<file path="config.mk">
export PLATFORM = sky130hd
export DESIGN_NAME = seq_multiplier_flat
export DESIGN_NICKNAME = d
export VERILOG_FILES = /design/src/rtl/seq_multiplier_if.sv /design/src/rtl/seq_multiplier.sv /design/src/flat_wrapper.sv
export SDC_FILE = /design/constraint.sdc
export NUM_CORES = 1
export LEC_CHECK = 0
export ABC_AREA = 1
export CAP_MARGIN = 20
export CELL_PAD_IN_SITES_DETAIL_PLACEMENT = 1
export CELL_PAD_IN_SITES_GLOBAL_PLACEMENT = 1
export CORE_MARGIN = 2
export CORE_UTILIZATION = 40
export CTS_BUF_LIST = sky130_fd_sc_hd__clkbuf_16
export CTS_CLUSTER_DIAMETER = 30
export DETAILED_ROUTE_END_ITERATION = 10
export GPL_TIMING_DRIVEN = 0
export HOLD_SLACK_MARGIN = 0.05
export PLACE_DENSITY = 0.95
export SYNTH_ARGS = -nofsm -noshare
export SYNTH_HDL_FRONTEND = slang
export SYNTH_SLANG_ARGS = --single-unit
</file>
<file path="constraint.sdc">
create_clock -name clk -period 6.55 [get_ports clk]
set_clock_uncertainty 0.15 [all_clocks]
set_input_delay 0.9825 -clock clk [delete_from_list [all_inputs] [get_ports clk]]
set_output_delay 0.9825 -clock clk [all_outputs]
set_load 0.1 [all_outputs]
</file>
<file path="src/rtl/seq_multiplier_if.sv">
// Operand/product handshake bundle for the sequential multiplier.
// master = producer/consumer side, slave = multiplier side.
interface seq_multiplier_if #(
  parameter int WIDTH = 16
);
  logic                   in_valid;
  logic                   in_ready;
  logic [WIDTH-1:0]       a;
  logic [WIDTH-1:0]       b;
  logic                   is_signed;
  logic                   out_valid;
  logic                   out_ready;
  logic [2*WIDTH-1:0]     p;

  modport master (
    output in_valid, a, b, is_signed, out_ready,
    input  in_ready, out_valid, p
  );

  modport slave (
    input  in_valid, a, b, is_signed, out_ready,
    output in_ready, out_valid, p
  );
endinterface

</file>
<file path="src/rtl/seq_multiplier.sv">
// Radix-2 iterative shift-add multiplier, one partial product per cycle.
// Signed operands are converted to magnitudes on capture; the sign is
// reapplied on the last iteration so no extra cycle is spent.
module seq_multiplier #(
  parameter int WIDTH = 16
) (
  input  logic              clk,
  input  logic              rst,
  input  logic              clear,
  seq_multiplier_if.slave   bus
);

  localparam int CW = $clog2(WIDTH + 1);
  localparam logic [CW-1:0] LAST = CW'(WIDTH - 1);

  typedef enum logic [1:0] {
    IDLE = 2'd0,
    BUSY = 2'd1,
    DONE = 2'd2
  } state_t;

  state_t               state_reg;
  state_t               state_next;
  logic [CW-1:0]        cnt_reg;
  logic [WIDTH-1:0]     mcand_reg;
  logic [2*WIDTH-1:0]   prod_reg;
  logic                 neg_reg;

  logic                 transfer;
  logic [WIDTH-1:0]     a_mag;
  logic [WIDTH-1:0]     b_mag;
  logic [WIDTH:0]       sum;
  logic [2*WIDTH-1:0]   shifted;
  logic [2*WIDTH-1:0]   prod_next;

  assign transfer = (state_reg == IDLE) && bus.in_valid;

  // Operand magnitudes; |-2^(WIDTH-1)| still fits in WIDTH unsigned bits.
  assign a_mag = (bus.is_signed && bus.a[WIDTH-1]) ? (~bus.a + 1'b1) : bus.a;
  assign b_mag = (bus.is_signed && bus.b[WIDTH-1]) ? (~bus.b + 1'b1) : bus.b;

  // One shift-add step: add multiplicand to upper half if LSB set, shift right.
  assign sum     = {1'b0, prod_reg[2*WIDTH-1:WIDTH]}
                 + (prod_reg[0] ? {1'b0, mcand_reg} : {(WIDTH+1){1'b0}});
  assign shifted = {sum, prod_reg[WIDTH-1:1]};
  assign prod_next = (cnt_reg == LAST && neg_reg)
                   ? (~shifted + (2*WIDTH)'(1)) : shifted;

  // State register; reset dominates everything.
  always_ff @(posedge clk) begin
    if (rst) state_reg <= IDLE;
    else     state_reg <= state_next;
  end

  // Next-state logic; clear overrides any transfer in the same cycle.
  always_comb begin
    state_next = state_reg;
    case (state_reg)
      IDLE:    if (bus.in_valid)     state_next = BUSY;
      BUSY:    if (cnt_reg == LAST)  state_next = DONE;
      DONE:    if (bus.out_ready)    state_next = IDLE;
      default:                       state_next = IDLE;
    endcase
    if (clear) state_next = IDLE;
  end

  // Outputs decoded from state; product is only visible in DONE.
  always_comb begin
    bus.in_ready  = (state_reg == IDLE);
    bus.out_valid = (state_reg == DONE);
    bus.p         = (state_reg == DONE) ? prod_reg : '0;
  end

  // Datapath: capture operands on transfer, iterate while BUSY.
  always_ff @(posedge clk) begin
    if (rst || clear) begin
      cnt_reg   <= '0;
      mcand_reg <= '0;
      prod_reg  <= '0;
      neg_reg   <= 1'b0;
    end else if (transfer) begin
      cnt_reg   <= '0;
      mcand_reg <= a_mag;
      prod_reg  <= {{WIDTH{1'b0}}, b_mag};
      neg_reg   <= bus.is_signed & (bus.a[WIDTH-1] ^ bus.b[WIDTH-1]);
    end else if (state_reg == BUSY) begin
      cnt_reg   <= cnt_reg + 1'b1;
      prod_reg  <= prod_next;
    end
  end

endmodule

</file>
<file path="src/flat_wrapper.sv">
// flat-port wrapper written by rule: the top's interface ports become plain ports
module seq_multiplier_flat 
#(
  parameter int WIDTH = 16
)
  (clk, rst, clear, bus_in_valid, bus_a, bus_b, bus_is_signed, bus_out_ready, bus_in_ready, bus_out_valid, bus_p);
  seq_multiplier_if #(.WIDTH(WIDTH)) bus_i ();
  input  logic clk;
  input  logic rst;
  input  logic clear;
  input wire logic [$bits(bus_i.in_valid)-1:0] bus_in_valid;
  input wire logic [$bits(bus_i.a)-1:0] bus_a;
  input wire logic [$bits(bus_i.b)-1:0] bus_b;
  input wire logic [$bits(bus_i.is_signed)-1:0] bus_is_signed;
  input wire logic [$bits(bus_i.out_ready)-1:0] bus_out_ready;
  output wire logic [$bits(bus_i.in_ready)-1:0] bus_in_ready;
  output wire logic [$bits(bus_i.out_valid)-1:0] bus_out_valid;
  output wire logic [$bits(bus_i.p)-1:0] bus_p;
  assign bus_i.in_valid = bus_in_valid;
  assign bus_i.a = bus_a;
  assign bus_i.b = bus_b;
  assign bus_i.is_signed = bus_is_signed;
  assign bus_i.out_ready = bus_out_ready;
  assign bus_in_ready = bus_i.in_ready;
  assign bus_out_valid = bus_i.out_valid;
  assign bus_p = bus_i.p;
  seq_multiplier #(.WIDTH(WIDTH)) u_core (.clk(clk), .rst(rst), .clear(clear), .bus(bus_i));
endmodule
</file>
==> impl_metrics.prom <==
# TYPE chip_impl_metric gauge
chip_impl_info{name="run_status",value="completed"} 1
chip_impl_metric{name="global_route_wire_length_before_repair",unit="microns"} 29000
chip_impl_metric{name="clock_sink_count",unit=""} 56
chip_impl_metric{name="largest_register_ffs",unit=""} 32
chip_impl_metric{name="core_area",unit="sq um"} 12500
chip_impl_metric{name="clock_latency",unit="ns"} 0.31
chip_impl_metric{name="ctsResizeCount",unit=""} 0
chip_impl_metric{name="wl_per_cell",unit="microns"} 16.3
chip_impl_info{name="hold_class",value="reg2reg"} 1
chip_impl_metric{name="vias_per_cell",unit=""} 5.35
chip_impl_metric{name="ys_seq_elements",unit=""} 56
chip_impl_info{name="timing.critical_path.cells",value="inv_1 -> nor2_1 -> inv_1 -> clkbuf_1 -> nor2_1 -> clkdlybuf4s50_1"} 1
chip_impl_info{name="grt_setup_unrepaired",value="no"} 1
chip_impl_metric{name="drt_iter0_drc",unit=""} 389
chip_impl_info{name="cp_top_family",value="buffers and inverters"} 1
chip_impl_metric{name="seq_power_share",unit=""} 0.431
chip_impl_metric{name="yosys_warnings",unit=""} 0
chip_impl_metric{name="power_frac_clock",unit=""} 0.345
chip_impl_metric{name="seqCellArea",unit="sq um"} 1120
chip_impl_metric{name="power.net_switching",unit="mW"} 0.279
chip_impl_metric{name="grt_use_total",unit=""} 0.274
chip_impl_metric{name="p_leak",unit="nW"} 2.92
chip_impl_metric{name="synth_async_sr_flop_share",unit=""} 0
chip_impl_metric{name="detail_route.wirelength",unit="microns"} 18000
chip_impl_metric{name="cellInternalPower",unit="mW"} 0.561
chip_impl_metric{name="worst-slew-pin-transition",unit="ns"} 0.989
chip_impl_metric{name="final_area",unit="sq um"} 6110
chip_impl_info{name="clock_tree_from_tritoncts",value="yes"} 1
chip_impl_metric{name="grt_max_degree",unit=""} 19
chip_impl_metric{name="timing_max_transition_violations_final",unit=""} 0
chip_impl_metric{name="placementRows",unit=""} 41
chip_impl_metric{name="place_ws",unit="ns"} 3.05
chip_impl_metric{name="dr_total_vias",unit=""} 5907
chip_impl_metric{name="syn_avg_cell_area",unit="sq um"} 5.90
chip_impl_info{name="clockRootBuffer",value="clkbuf_16"} 1
chip_impl_info{name="synth_flop_cell",value="dfxtp_1"} 1
chip_impl_metric{name="ios",unit=""} 72
chip_impl_metric{name="multiInputGateArea",unit="sq um"} 3260
chip_impl_metric{name="timing.final.crit_share",unit=""} 0.587
chip_impl_metric{name="post-place-cells",unit=""} 1097
chip_impl_metric{name="detailed_place.area",unit="sq um"} 5970
chip_impl_metric{name="dp_hpwl",unit="microns"} 14000
chip_impl_metric{name="cts_htree_levels",unit=""} 2
chip_impl_metric{name="syn-cell-area",unit="sq um"} 5040
chip_impl_metric{name="detail_route.drc_violations",unit=""} 0
chip_impl_metric{name="maxClockFrequency",unit="GHz"} 0.260
chip_impl_metric{name="critical_path.max_fanout",unit=""} 10
chip_impl_info{name="worst_setup_path_start_kind",value="register"} 1
chip_impl_metric{name="fp.dieH",unit="microns"} 116
chip_impl_metric{name="critical_path.n_buffers_inverters",unit=""} 4
chip_impl_metric{name="drt_first_pass_iters",unit=""} 5
chip_impl_metric{name="drive_gt1_frac",unit=""} 0.0697
chip_impl_metric{name="synth.distinct_cells",unit=""} 47
chip_impl_metric{name="port_buffers",unit=""} 71
chip_impl_metric{name="final-instance-count-excl-fill",unit=""} 1105
chip_impl_metric{name="fillerInstances",unit=""} 1725
chip_impl_metric{name="grt-ovfl-total",unit=""} 0
chip_impl_metric{name="route.antenna.remaining_nets",unit=""} 0
chip_impl_metric{name="power_density",unit="nW/um^2"} 137
chip_impl_info{name="critical_path.endpoint_type",value="output port"} 1
chip_impl_metric{name="critical_path_required",unit="ns"} 5.42
chip_impl_metric{name="clk_pin_slew_worst_setup_hold_paths",unit="ns"} 0.08
chip_impl_metric{name="final.setup.tns",unit="ns"} 0
chip_impl_metric{name="timing_hold_violations_final",unit=""} 0
chip_impl_metric{name="antenna_violations_before_repair",unit=""} 0
chip_impl_info{name="timing.critical_path.slowest_stage_cell",value="clkdlybuf4s50_1"} 1
chip_impl_metric{name="cts.path.max_buffers",unit=""} 2
chip_impl_metric{name="period_needed",unit="ns"} 3.85
chip_impl_metric{name="fp.dieW",unit="microns"} 116
chip_impl_metric{name="die-area",unit="sq um"} 13500
chip_impl_metric{name="worst_setup_slack_after_layout",unit="ns"} 2.70
chip_impl_info{name="critical_path_start_end_classification",value="reg2out"} 1
chip_impl_metric{name="area_growth_syn_to_layout",unit="%"} 21.3
chip_impl_metric{name="setup_viol",unit=""} 0
chip_impl_metric{name="num-nets-final",unit=""} 992
chip_impl_metric{name="cts-buffers-inserted",unit=""} 5
chip_impl_metric{name="swShare",unit=""} 0.333
chip_impl_metric{name="timing.critical_path.slowest_cell_delay",unit="ns"} 1.18
chip_impl_metric{name="max-vdd-ir-drop",unit="V"} 0.000110
chip_impl_metric{name="syn-instance-count",unit=""} 854
chip_impl_metric{name="diodes",unit=""} 0
chip_impl_metric{name="gpl.final_weighted_congestion",unit=""} 0.897
chip_impl_metric{name="cts.hold.buffers_added",unit=""} 0
chip_impl_metric{name="max-slew-margin-rel",unit=""} 0.338
chip_impl_metric{name="via_count_of_the_first_global_routing_pass",unit=""} 6011
chip_impl_metric{name="net_count_synth",unit=""} 914
chip_impl_metric{name="drv.max_cap_violation_count",unit=""} 0
chip_impl_metric{name="post_cts_buffers",unit=""} 0
chip_impl_metric{name="ys_seq_area_frac",unit=""} 0.222
chip_impl_metric{name="synth-edff-count",unit=""} 0
chip_impl_metric{name="pwr-share-comb",unit=""} 0.223
chip_impl_metric{name="effective_utilization_at_floorplan",unit=""} 0.404
chip_impl_metric{name="cp_data_arrival_time",unit="ns"} 2.71
==> cell usage in the layout, fill, tap and decap left out, types with 4 or more instances in the layout <==
cell / Yosys / final
a21oi_1: 57 / 57
buf_2: 6 / 6
clkbuf_1: 16 / 16
clkbuf_16: 0 / 5
clkdlybuf4s50_1: 0 / 71
dfxtp_1: 56 / 56
ha_1: 21 / 21
inv_1: 138 / 138
inv_2: 8 / 8
nand2_1: 205 / 205
nand2_2: 17 / 17
nand3_1: 67 / 67
nand3_2: 8 / 8
nand3b_1: 5 / 5
nand4_1: 7 / 7
nor2_1: 90 / 90
nor3_1: 15 / 15
o211ai_1: 7 / 7
o21ai_0: 64 / 64
o21ai_1: 5 / 5
or2_2: 5 / 5
xnor2_1: 4 / 4
xor2_1: 11 / 11
==> per-stage QoR <==
| stage | hold WS (ns) | total power, mW | util |
|---|---|---|---|
| floorplan | 0.276 | 0.481 | - |
| global placement | 0.291 | 0.543 | 0.479 |
| detailed placement | 0.294 | 0.550 | 0.479 |
| CTS | 0.309 | 0.842 | 0.491 |
| global route | 0.353 | 0.877 | 0.491 |
| finish | 0.312 | 0.840 | 0.491 |
==> kinds of logic after synthesis <==
family	after synthesis	share of synthesized area
DFF	56	0.222
xor gates and xnor gates	15	0.0261
AOI/OAI and AO/OA	155	0.172
buffers and inverters	173	0.130
and+or+nand+nor	433	0.393
adders and majority gates	22	0.0561
==> cells in the mapped netlist, drive strengths merged (2+ instances only) <==
cell type | count | share of area
xor2 | 11 | 0.019
o31ai | 2 | 0.0030
o21ai | 70 | 0.072
nand3 | 77 | 0.089
nor3 | 17 | 0.021
dfxtp | 56 | 0.22
ha | 21 | 0.052
clkinv | 2 | 0.0015
buf | 9 | 0.0082
a21oi | 59 | 0.060
a31oi | 3 | 0.0037
inv | 146 | 0.11
or2 | 7 | 0.0092
nand3b | 7 | 0.014
a211oi | 2 | 0.0030
nand4 | 7 | 0.0087
o211ai | 7 | 0.010
o21a | 2 | 0.0030
a221oi | 2 | 0.0035
nor2 | 93 | 0.073
a32o | 3 | 0.0060
nand2 | 223 | 0.18
o22ai | 2 | 0.0025
xnor2 | 4 | 0.0069
clkbuf | 16 | 0.012
==> final timing paths <==
check	startpoint	end	slack [ns]	cells after the start
worst min register to register	u_core.mcand_reg[14]$_SDFFE_PP0P_	u_core.mcand_reg[14]$_SDFFE_PP0P_	0.31	2
worst min-delay path	u_core.mcand_reg[14]$_SDFFE_PP0P_	u_core.mcand_reg[14]$_SDFFE_PP0P_	0.31	2
worst max register to register	u_core.prod_reg[0]$_SDFFE_PP0P_	u_core.prod_reg[29]$_SDFFE_PP0P_	3.30	19
worst max-delay path	u_core.state_reg[1]$_SDFFE_PP0P_	bus_p[20]	2.70	6
==> layer usage <==
metal | wire length [microns] | vias up | track usage
met5 | 0 | - | 0
met4 | 605 | 0 | 0.118
met3 | 726 | 47 | 0.0415
met2 | 8700 | 179 | 0.471
met1 | 8010 | 2779 | 0.341
li1 | - | 2902 | -
==> layout make-up <==
cell class,count,area share
Clock inverter,3,0.00368
Tap cell,172,0.0352
Multi-Input combinational cell,625,0.534
Buffer,25,0.0166
Timing Repair Buffer,71,0.116
Sequential cell,56,0.183
Inverter,148,0.0909
Clock buffer,5,0.0205
==> power groups by stage <==
stage / sequential [mW] / clock, mW / combinational, mW
after floorplan: 0.366 / 0 / 0.115
after global placement: 0.369 / 0 / 0.174
after detailed placement: 0.369 / 0 / 0.181
after CTS: 0.362 / 0.296 / 0.185
after global routing: 0.363 / 0.307 / 0.207
final: 0.362 / 0.290 / 0.188
==> worst reg2reg max path, stage by stage, from the launching register on <==
cell and delay [ns]:
dfxtp_1 0.31, clkbuf_1 0.37, buf_1 0.37, nand2_1 0.10, inv_1 0.10, ha_1 0.29, nand2_1 0.17, inv_1 0.05
a21oi_1 0.21, nand2_2 0.09, nand2_1 0.08, nand2_2 0.08, nand3_1 0.09, nand2_1 0.09, nand3_4 0.13, clkinv_1 0.15
nand3_1 0.12, nand3_1 0.08, nand2_1 0.09, inv_1 0.04
No activity file was read; power rests on OpenSTA's default activity.
